$ cat src/rtl/scoreboard_pkg.sv
// rtl/scoreboard_pkg.sv - shared slot type, sizing constants and source-match helper for the scoreboard
package definitions;

  localparam int SB_MAX_LATENCY = 8;
  localparam int SB_NUM_REGS    = 32;
  localparam int SB_RW          = $clog2(SB_NUM_REGS);
  localparam int SB_LW          = $clog2(SB_MAX_LATENCY + 1);

  // One reservation: a pending write of rd, issued with latency lat.
  typedef struct packed {
    logic             valid;
    logic [SB_RW-1:0] rd;
    logic [SB_LW-1:0] lat;
  } sb_slot_t;

  // A read source depends on a slot when it is used, nonzero and names the slot's rd.
  function automatic logic sb_src_match(sb_slot_t slot, logic [SB_RW-1:0] rs, logic uses);
    return uses && (rs != '0) && slot.valid && (slot.rd == rs);
  endfunction

endpackage

$ cat src/rtl/scoreboard.sv
// rtl/scoreboard.sv - latency-indexed reservation scoreboard: issue stall, forwarding selects, writeback stream
module scoreboard
  import definitions::*;
#(
  parameter int NUM_REGS    = SB_NUM_REGS,
  parameter int MAX_LATENCY = SB_MAX_LATENCY,
  parameter int FLUSH_DEPTH = 2,
  localparam int RW = $clog2(NUM_REGS),
  localparam int LW = $clog2(MAX_LATENCY + 1)
) (
  input  logic          clk_i,
  input  logic          reset_i,
  input  logic          issue_valid_i,
  input  logic [RW-1:0] issue_rd_i,
  input  logic          issue_we_i,
  input  logic [RW-1:0] issue_rs1_i,
  input  logic [RW-1:0] issue_rs2_i,
  input  logic          issue_uses_rs1_i,
  input  logic          issue_uses_rs2_i,
  input  logic [LW-1:0] issue_latency_i,
  input  logic          stall_pipe_i,
  input  logic          flush_i,
  output logic          stall_o,
  output logic          issue_fire_o,
  output logic          rs1_fwd_o,
  output logic          rs2_fwd_o,
  output logic          wb_valid_o,
  output logic [RW-1:0] wb_rd_o,
  output logic          busy_o
);

  // Slot i holds the write that reaches the writeback port i advance cycles from now.
  sb_slot_t slots     [MAX_LATENCY];
  sb_slot_t slots_nxt [MAX_LATENCY];

  logic [MAX_LATENCY-1:0] rs1_hit, rs2_hit, waw_hit, port_hit, valid_vec;
  logic raw, waw, port;

  for (genvar g = 0; g < MAX_LATENCY; g++) begin : g_match
    assign rs1_hit[g]   = sb_src_match(slots[g], issue_rs1_i, issue_uses_rs1_i);
    assign rs2_hit[g]   = sb_src_match(slots[g], issue_rs2_i, issue_uses_rs2_i);
    // An older write landing at or after our own writeback slot would reorder rd.
    assign waw_hit[g]   = slots[g].valid && (slots[g].rd == issue_rd_i) && (g >= int'(issue_latency_i));
    // Our entry lands in slot L-1 after the shift, which is where slot L moves to.
    assign port_hit[g]  = slots[g].valid && (g == int'(issue_latency_i));
    assign valid_vec[g] = slots[g].valid;
  end

  // Slot 0 is excluded from raw: that value is on the writeback bus and can be forwarded.
  assign raw  = (|rs1_hit[MAX_LATENCY-1:1]) || (|rs2_hit[MAX_LATENCY-1:1]);
  assign waw  = issue_we_i && (issue_rd_i != '0) && (|waw_hit);
  assign port = issue_we_i && (|port_hit);

  assign stall_o      = issue_valid_i && (stall_pipe_i || raw || waw || port);
  assign issue_fire_o = issue_valid_i && !stall_o && !flush_i;
  assign rs1_fwd_o    = rs1_hit[0] && !raw;
  assign rs2_fwd_o    = rs2_hit[0] && !raw;

  assign wb_valid_o = slots[0].valid;
  assign wb_rd_o    = slots[0].rd;
  assign busy_o     = |valid_vec;

  // Next slot state: flush kills young entries, then advance, then insert the new reservation.
  always_comb begin
    for (int i = 0; i < MAX_LATENCY; i++) slots_nxt[i] = slots[i];
    if (flush_i) begin
      for (int i = 0; i < MAX_LATENCY; i++) begin
        if (slots[i].valid && (int'(slots[i].lat) - 1 - i < FLUSH_DEPTH)) slots_nxt[i] = '0;
      end
    end
    if (!stall_pipe_i) begin
      for (int i = 0; i < MAX_LATENCY - 1; i++) slots_nxt[i] = slots_nxt[i+1];
      slots_nxt[MAX_LATENCY-1] = '0;
    end
    if (issue_fire_o && issue_we_i && (issue_rd_i != '0)) begin
      for (int i = 0; i < MAX_LATENCY; i++) begin
        if (int'(issue_latency_i) == i + 1) slots_nxt[i] = '{valid: 1'b1, rd: issue_rd_i, lat: issue_latency_i};
      end
    end
  end

  // Slot register; reset discards every reservation without writing it back.
  always_ff @(posedge clk_i) begin
    if (reset_i) begin
      for (int i = 0; i < MAX_LATENCY; i++) slots[i] <= '0;
    end else begin
      for (int i = 0; i < MAX_LATENCY; i++) slots[i] <= slots_nxt[i];
    end
  end

  // Latency outside 1..MAX_LATENCY on a valid issue is a decode bug upstream.
  always_ff @(posedge clk_i) begin
    if (!reset_i && issue_valid_i) begin
      assert (int'(issue_latency_i) >= 1 && int'(issue_latency_i) <= MAX_LATENCY)
        else $error("scoreboard: illegal issue latency %0d", issue_latency_i);
    end
  end

endmodule

$ cat config.mk
export PLATFORM = sky130hd
export DESIGN_NAME = scoreboard
export DESIGN_NICKNAME = d
export VERILOG_FILES = /design/src/rtl/scoreboard_pkg.sv /design/src/rtl/scoreboard.sv
export SDC_FILE = /design/constraint.sdc
export NUM_CORES = 1
export LEC_CHECK = 0
export CAP_MARGIN = 15
export CORE_ASPECT_RATIO = 0.75
export CORE_UTILIZATION = 35
export CTS_CLUSTER_SIZE = 40
export DETAILED_ROUTE_END_ITERATION = 7
export PLACE_DENSITY = 0.53
export SLEW_MARGIN = 30
export SYNTH_ARGS = -nofsm -noshare
export SYNTH_HDL_FRONTEND = slang
export SYNTH_SLANG_ARGS = --single-unit
$ cat constraint.sdc
create_clock -name clk_i -period 3.6 [get_ports clk_i]
set_clock_uncertainty 0.2 [all_clocks]
set_input_delay 0.72 -clock clk_i [delete_from_list [all_inputs] [get_ports clk_i]]
set_output_delay 0.72 -clock clk_i [all_outputs]
set_load 0.005 [all_outputs]
==> metrics.cfg, run 1 <==
[floorplan]
row_count = 41
die-area_sq_um = 18100
fp.coreArea_sq_um = 17000
io-pin-count = 38
die_width_microns = 155
initial_utilization = 0.361
die_y_microns = 117

[sta]
rsz0062_at_grt = false
slew_violations = 0
setup_ws_ps = 44.9
setup_viol = 0
min_period_ps = 3560
hold_viol = 0
fmaxAchievable_mhz = 281
post-route-period-util = 0.988
tightest_slew_ps = 804
slew-limit-headroom = 0.462

[cells_and_area]
fin_nets = 870
antenna-diode-count = 0
drive_gt1_frac = 0.222
finalNonFillerCells = 1075
reg_top3 = slots x80
largest-register = slots
largest_reg_flops = 80
area_growth_pct = 27.1
fillCellCount = 1646

[power_and_ir_drop]
p_clk_frac = 0.433
power.internal_mw = 1.64
p_sw_uw = 662
leakagePower_nw = 3.18
switching_share = 0.288
power.density_nw_per_um2 = 295
vdd_ir_drop_max_v = 0.000220
seqPwrFrac = 0.395
power_frac_comb = 0.172

[placement]
portBuffers = 37
place_ws_ps = -786
dp_cells = 1042
dp_hpwl_mm = 16.5
place.gp.congestion = 0.945

[synth]
ys_warn_count = 0
synthTopCellsByArea = dfxtp_1 26%, xor2_1 10%, xnor2_1 8.0%, nand2_1 4.4%, mux2_4 3.7%
ys_ff_latch = 80
synth_edf_count = 0
synth_nets = 796
syn_avg_cell_area_sq_um = 8.07
netlist_area_sq_um = 6130
synth_cell_types = 64
yosysTopAreaCell = dfxtp_1
synth_top_cell_area_share = 0.261
synthesis.instances = 760
ys_async_sr_fraction = 0
yosysSeqAreaShare = 0.261
ys.flop_type = dfxtp_1

[detailed_routing]
ant_nets = 0
viasPerCell = 5.51
drt-initial-drc-count = 503
wl_per_cell_microns = 20.1
via_count = 5920
wirelength_mm = 21.6
remaining_drc_errors = 0
firstDrtPassIters = 6

[cts]
clock-sinks = 80
clk_pin_slew_worst_paths_ps = 70
cts_tree = built
clkLatencyLatePin_ps = 360
clockBufferDepth = 2
postCtsHoldBufs = 0
cts_buffers = 9
cts_root_buf = clkbuf_16
htreeDepth = 3

[global_route]
grt_start_max_net_pins = 61
grt-ovfl-total = 0
grt_pass1_wl_mm = 33.1
grt_pass1_vias = 5712
grt_usage = 0.246
antenna_found_initial = 0

[worst_setup_path]
cp.arrival_ps = 2640
crit_required_ps = 2680
setup.worst_path.class = in -> out
end_kind = output pin
crit_path_max_fanout = 6
cp-start-kind = input port

[min_path]
min_path_type = reg -> reg

[job]
max_cap_viol_count = 0

[run_status]
status = finished clean

-- logic make-up (layout without fill, tap and decap cells) --
group | count (synthesis) | in the layout | share of synthesized area
XOR/XNOR | 126 | 126 | 0.180
flip-flops | 80 | 80 | 0.261
AO/OA/AOI/OAI | 139 | 139 | 0.154
multiplexers | 38 | 38 | 0.0755
buffers and inverters | 111 | 190 | 0.0876
AND/OR/NAND/NOR | 255 | 255 | 0.220
adder cells (fa/ha/maj) | 11 | 11 | 0.0216
-- cells in the mapped netlist, types with 8 or more instances --
| master | instances |
|---|---|
| mux2_4 | 15 |
| nor3_1 | 10 |
| a21oi_1 | 28 |
| nand4_1 | 14 |
| nor2_1 | 45 |
| a22oi_1 | 25 |
| a31oi_1 | 10 |
| xnor2_1 | 56 |
| xor2_1 | 70 |
| clkbuf_1 | 49 |
| inv_1 | 24 |
| nand3_1 | 32 |
| o21ai_0 | 28 |
| and3_1 | 15 |
| dfxtp_1 | 80 |
| clkbuf_2 | 8 |
| mux2i_1 | 17 |
| ha_1 | 9 |
| nand2_1 | 72 |
| nor2b_1 | 13 |
| nor4_1 | 20 |
| and2_1 | 8 |
| buf_2 | 8 |
-- critical path: stages --
cell and delay, ps:
dlygate4sd2_1 320, buf_6 170, nor2b_4 120, a22o_1 220
a221o_1 380, o211ai_2 240, o2111ai_4 150, nor3b_2 180
buf_2 140
-- worst paths after layout --
check | start | to | slack (ps) | cells past startpoint
min | slots[0][71] | slots[0][71] | 310 | 2
max | issue_latency_i[1] | issue_fire_o | 40 | 9
min reg2reg | slots[0][71] | slots[0][71] | 310 | 2
max reg2reg | slots[0][21] | slots[0][16] | 380 | 11
-- power groups by stage --
stage | sequential [mW] | clock (mW) | combinational [mW]
6_report | 0.906 | 0.995 | 0.396
5_1_grt | 0.907 | 1.04 | 0.421
4_1_cts | 0.906 | 1.01 | 0.384
3_5_place_dp | 0.926 | 0 | 0.358
3_3_place_gp | 0.926 | 0 | 0.351
2_1_floorplan | 0.920 | 0 | 0.206
-- what timing repair did --
item,in CTS,in global routing
setup endpoints to repair,4,4
resized for setup,83,19
pin swaps,36,16
setup buffers,17,2
-- routing by layer --
layer	wire, microns	GRT usage
met1	10300	0.342
met2	9140	0.371
met3	1510	0.0538
met4	621	0.0904
met5	0	0
-- layout by cell type (no fill, tap or decap), drive strengths merged, types with 5 or more instances in the layout --
cell	count
a21oi	28
a22oi	25
a2bb2oi	5
a31oi	10
a32o	6
a32oi	7
and2	8
and3	15
buf	117
clkbuf	12
clkdlybuf4s50	13
dfxtp	80
dlygate4sd2	16
ha	9
inv	27
mux2	21
mux2i	17
nand2	73
nand3	32
nand4	17
nor2	45
nor2b	14
nor3	10
nor4	21
o21ai	29
or4	5
xnor2	56
xor2	70
-- layout make-up --
cell class	count	area, sq um	share of cell area
Clock buffer	10	239	0.0307
Clock inverter	6	75.1	0.00963
Inverter	25	93.8	0.0120
Multi-Input combinational cell	569	4170	0.535
Sequential cell	80	1600	0.206
Tap cell	236	295	0.0379
Timing Repair Buffer	149	1320	0.169
-- stage by stage --
stage          power (mW)  instance area, sq um  setup TNS, ps   util  hold slack (ps)
2_1_floorplan        1.13                  6130              0      -              254
3_3_place_gp         1.28                  7100         -12130  0.418              275
3_5_place_dp         1.28                  7100         -11340  0.418              287
4_1_cts              2.30                  7700              0  0.454              303
5_1_grt              2.37                  7790              0  0.459              340
6_report             2.30                  7790              0  0.459              307
Note: power is estimated with default switching activity, not from simulation.
==> inputs of run 2 (changes only) <==
==> constraint.sdc (replaced) <==
create_clock -name clk_i -period 3.8 [get_ports clk_i]
set_clock_uncertainty 0.2 [all_clocks]
set_input_delay 0.76 -clock clk_i [delete_from_list [all_inputs] [get_ports clk_i]]
set_output_delay 0.76 -clock clk_i [all_outputs]
set_load 0.005 [all_outputs]
==> run 2 against run 1 <==
Hold slack better by 4.2 ps. Flip-flop and latch count unchanged. Final area decreased by 2.3%. Sequential power fell by 5.1%. Via count shrank 1.3%. Count of clock-buffer cells in the layout did not move. Routed wire length is 2.2% lower. Critical endpoint unchanged.
==> metrics.cfg, run 2 (same netlist as run 1, synthesis figures left out) <==
[cts]
cts_buffers = 9
clockBufferDepth = 2
htreeDepth = 3
clk_pin_slew_worst_paths_ps = 60
clock-sinks = 80
clkLatencyLatePin_ps = 350
cts_tree = built
postCtsHoldBufs = 0
cts_root_buf = clkbuf_16

[global_route]
grt_start_max_net_pins = 61
grt_pass1_vias = 5661
grt-ovfl-total = 0
grt_usage = 0.241
antenna_found_initial = 0
grt_pass1_wl_mm = 32.7

[detailed_routing]
drt-initial-drc-count = 464
via_count = 5844
viasPerCell = 5.54
firstDrtPassIters = 5
wirelength_mm = 21.2
remaining_drc_errors = 0
wl_per_cell_microns = 20.0
ant_nets = 0

[sta]
tightest_slew_ps = 1000
hold_viol = 0
setup_ws_ps = 122
setup_viol = 0
min_period_ps = 3680
post-route-period-util = 0.968
slew-limit-headroom = 0.330
fmaxAchievable_mhz = 272
tns_ps = 0
rsz0062_at_grt = false
slew_violations = 0

[worst_setup_path]
cp-start-kind = input port
reg2reg_slack_ps = 580
worstSetupStartpoint = issue_latency_i[1]
timing.rr.start = slots[0][20]
cp.arrival_ps = 2720
setup.worst_path.class = in -> out
rr_endpoint = slots[0][18]
rr_worst_depth = 11
endpoint = issue_fire_o
end_kind = output pin
crit_required_ps = 2840
crit_path_max_fanout = 5

[cells_and_area]
seqCellArea_sq_um = 1600
largest-register = slots
area_growth_pct = 24.1
final_cell_mix = 80 x dfxtp_1, 74 x buf_4, 71 x nand2_1, 65 x xor2_1, 55 x xnor2_1
multi_input_area_sq_um = 4150
fillCellCount = 1633
final_common_cell = dfxtp_1
fin_area_sq_um = 7610
drive_gt1_frac = 0.201
largest_reg_flops = 80
fin_nets = 850
reg_top3 = slots x80
antenna-diode-count = 0

[floorplan]
die_y_microns = 117
die_width_microns = 155
initial_utilization = 0.361
row_count = 41
io-pin-count = 38
fp.coreArea_sq_um = 17000
die-area_sq_um = 18100

[power_and_ir_drop]
power_frac_comb = 0.168
power.internal_mw = 1.53
p_sw_uw = 593
vdd_ir_drop_max_v = 0.000188
finalPower_mw = 2.13
power.density_nw_per_um2 = 279
seqPwrFrac = 0.404
leakagePower_nw = 3.10
switching_share = 0.279
p_clk_frac = 0.427

[placement]
place_ws_ps = -656
place_area_sq_um = 7060
place.gp.congestion = 0.954
portBuffers = 37
dp_hpwl_mm = 15.8

[min_path]
min_path_type = reg -> reg

[run_status]
status = finished clean

[job]
max_cap_viol_count = 0

==> run 2: worst min-delay path by stage <==
stage / startpoint / end / slack [ps] / cells after the start
after floorplan: slots[0][2] / slots[0][2] / 250 / 2
after global placement: slots[0][2] / slots[0][2] / 270 / 2
after detailed placement: slots[0][3] / slots[0][3] / 300 / 2
after CTS: slots[0][71] / slots[0][71] / 320 / 2
after global routing: slots[0][2] / slots[0][2] / 330 / 2
final: slots[0][71] / slots[0][71] / 310 / 2
==> run 2: layout make-up <==
| cell class | instances | share of cell area |
|---|---|---|
| inverter | 25 | 0.0123 |
| clock buffer | 10 | 0.0314 |
| timing repair buffer | 129 | 0.153 |
| sequential | 80 | 0.210 |
| tap | 236 | 0.0388 |
| multi-input combinational | 569 | 0.546 |
| clock inverter | 6 | 0.00871 |
==> run 2: layer usage <==
| metal | up-vias | track usage | share of wire |
|---|---|---|---|
| met4 | 0 | 0.0594 | 0.015 |
| li1 | 2750 | - | - |
| met1 | 2849 | 0.335 | 0.48 |
| met2 | 217 | 0.382 | 0.44 |
| met5 | - | 0 | 0 |
| met3 | 28 | 0.0482 | 0.070 |
==> run 2: worst max-delay path, cell delays in order <==
cell	delay, ps
clkdlybuf4s15_1	320
o21ai_0	190
nand3_1	120
nor4_2	50
or3_4	410
nor4_4	350
o2111ai_4	170
nor3b_2	190
buf_2	140
==> run 2: power by group through the flow <==
stage                     combinational (mW)  clock [mW]  sequential, mW
after global placement                 0.334           0           0.877
after detailed placement               0.339           0           0.878
after CTS                              0.349       0.930           0.859
final                                  0.358       0.909           0.860
after floorplan                        0.195           0           0.872
after global routing                   0.382       0.965           0.860
==> run 2: through the flow <==
step | hold slack, ps | cells | util
floorplan | 254 | 760 | -
global placement | 273 | 1034 | 0.416
detailed placement | 299 | 1034 | 0.416
CTS | 315 | 1050 | 0.440
global route | 330 | 1055 | 0.448
finish | 311 | 1055 | 0.448
==> run 2: repair_timing <==
item                                    CTS  global route
cloned                                    0             0
endpoints found under the setup margin    4             4
resized for setup                        56            22
buffers inserted                          2             5
pin swaps                                22            27
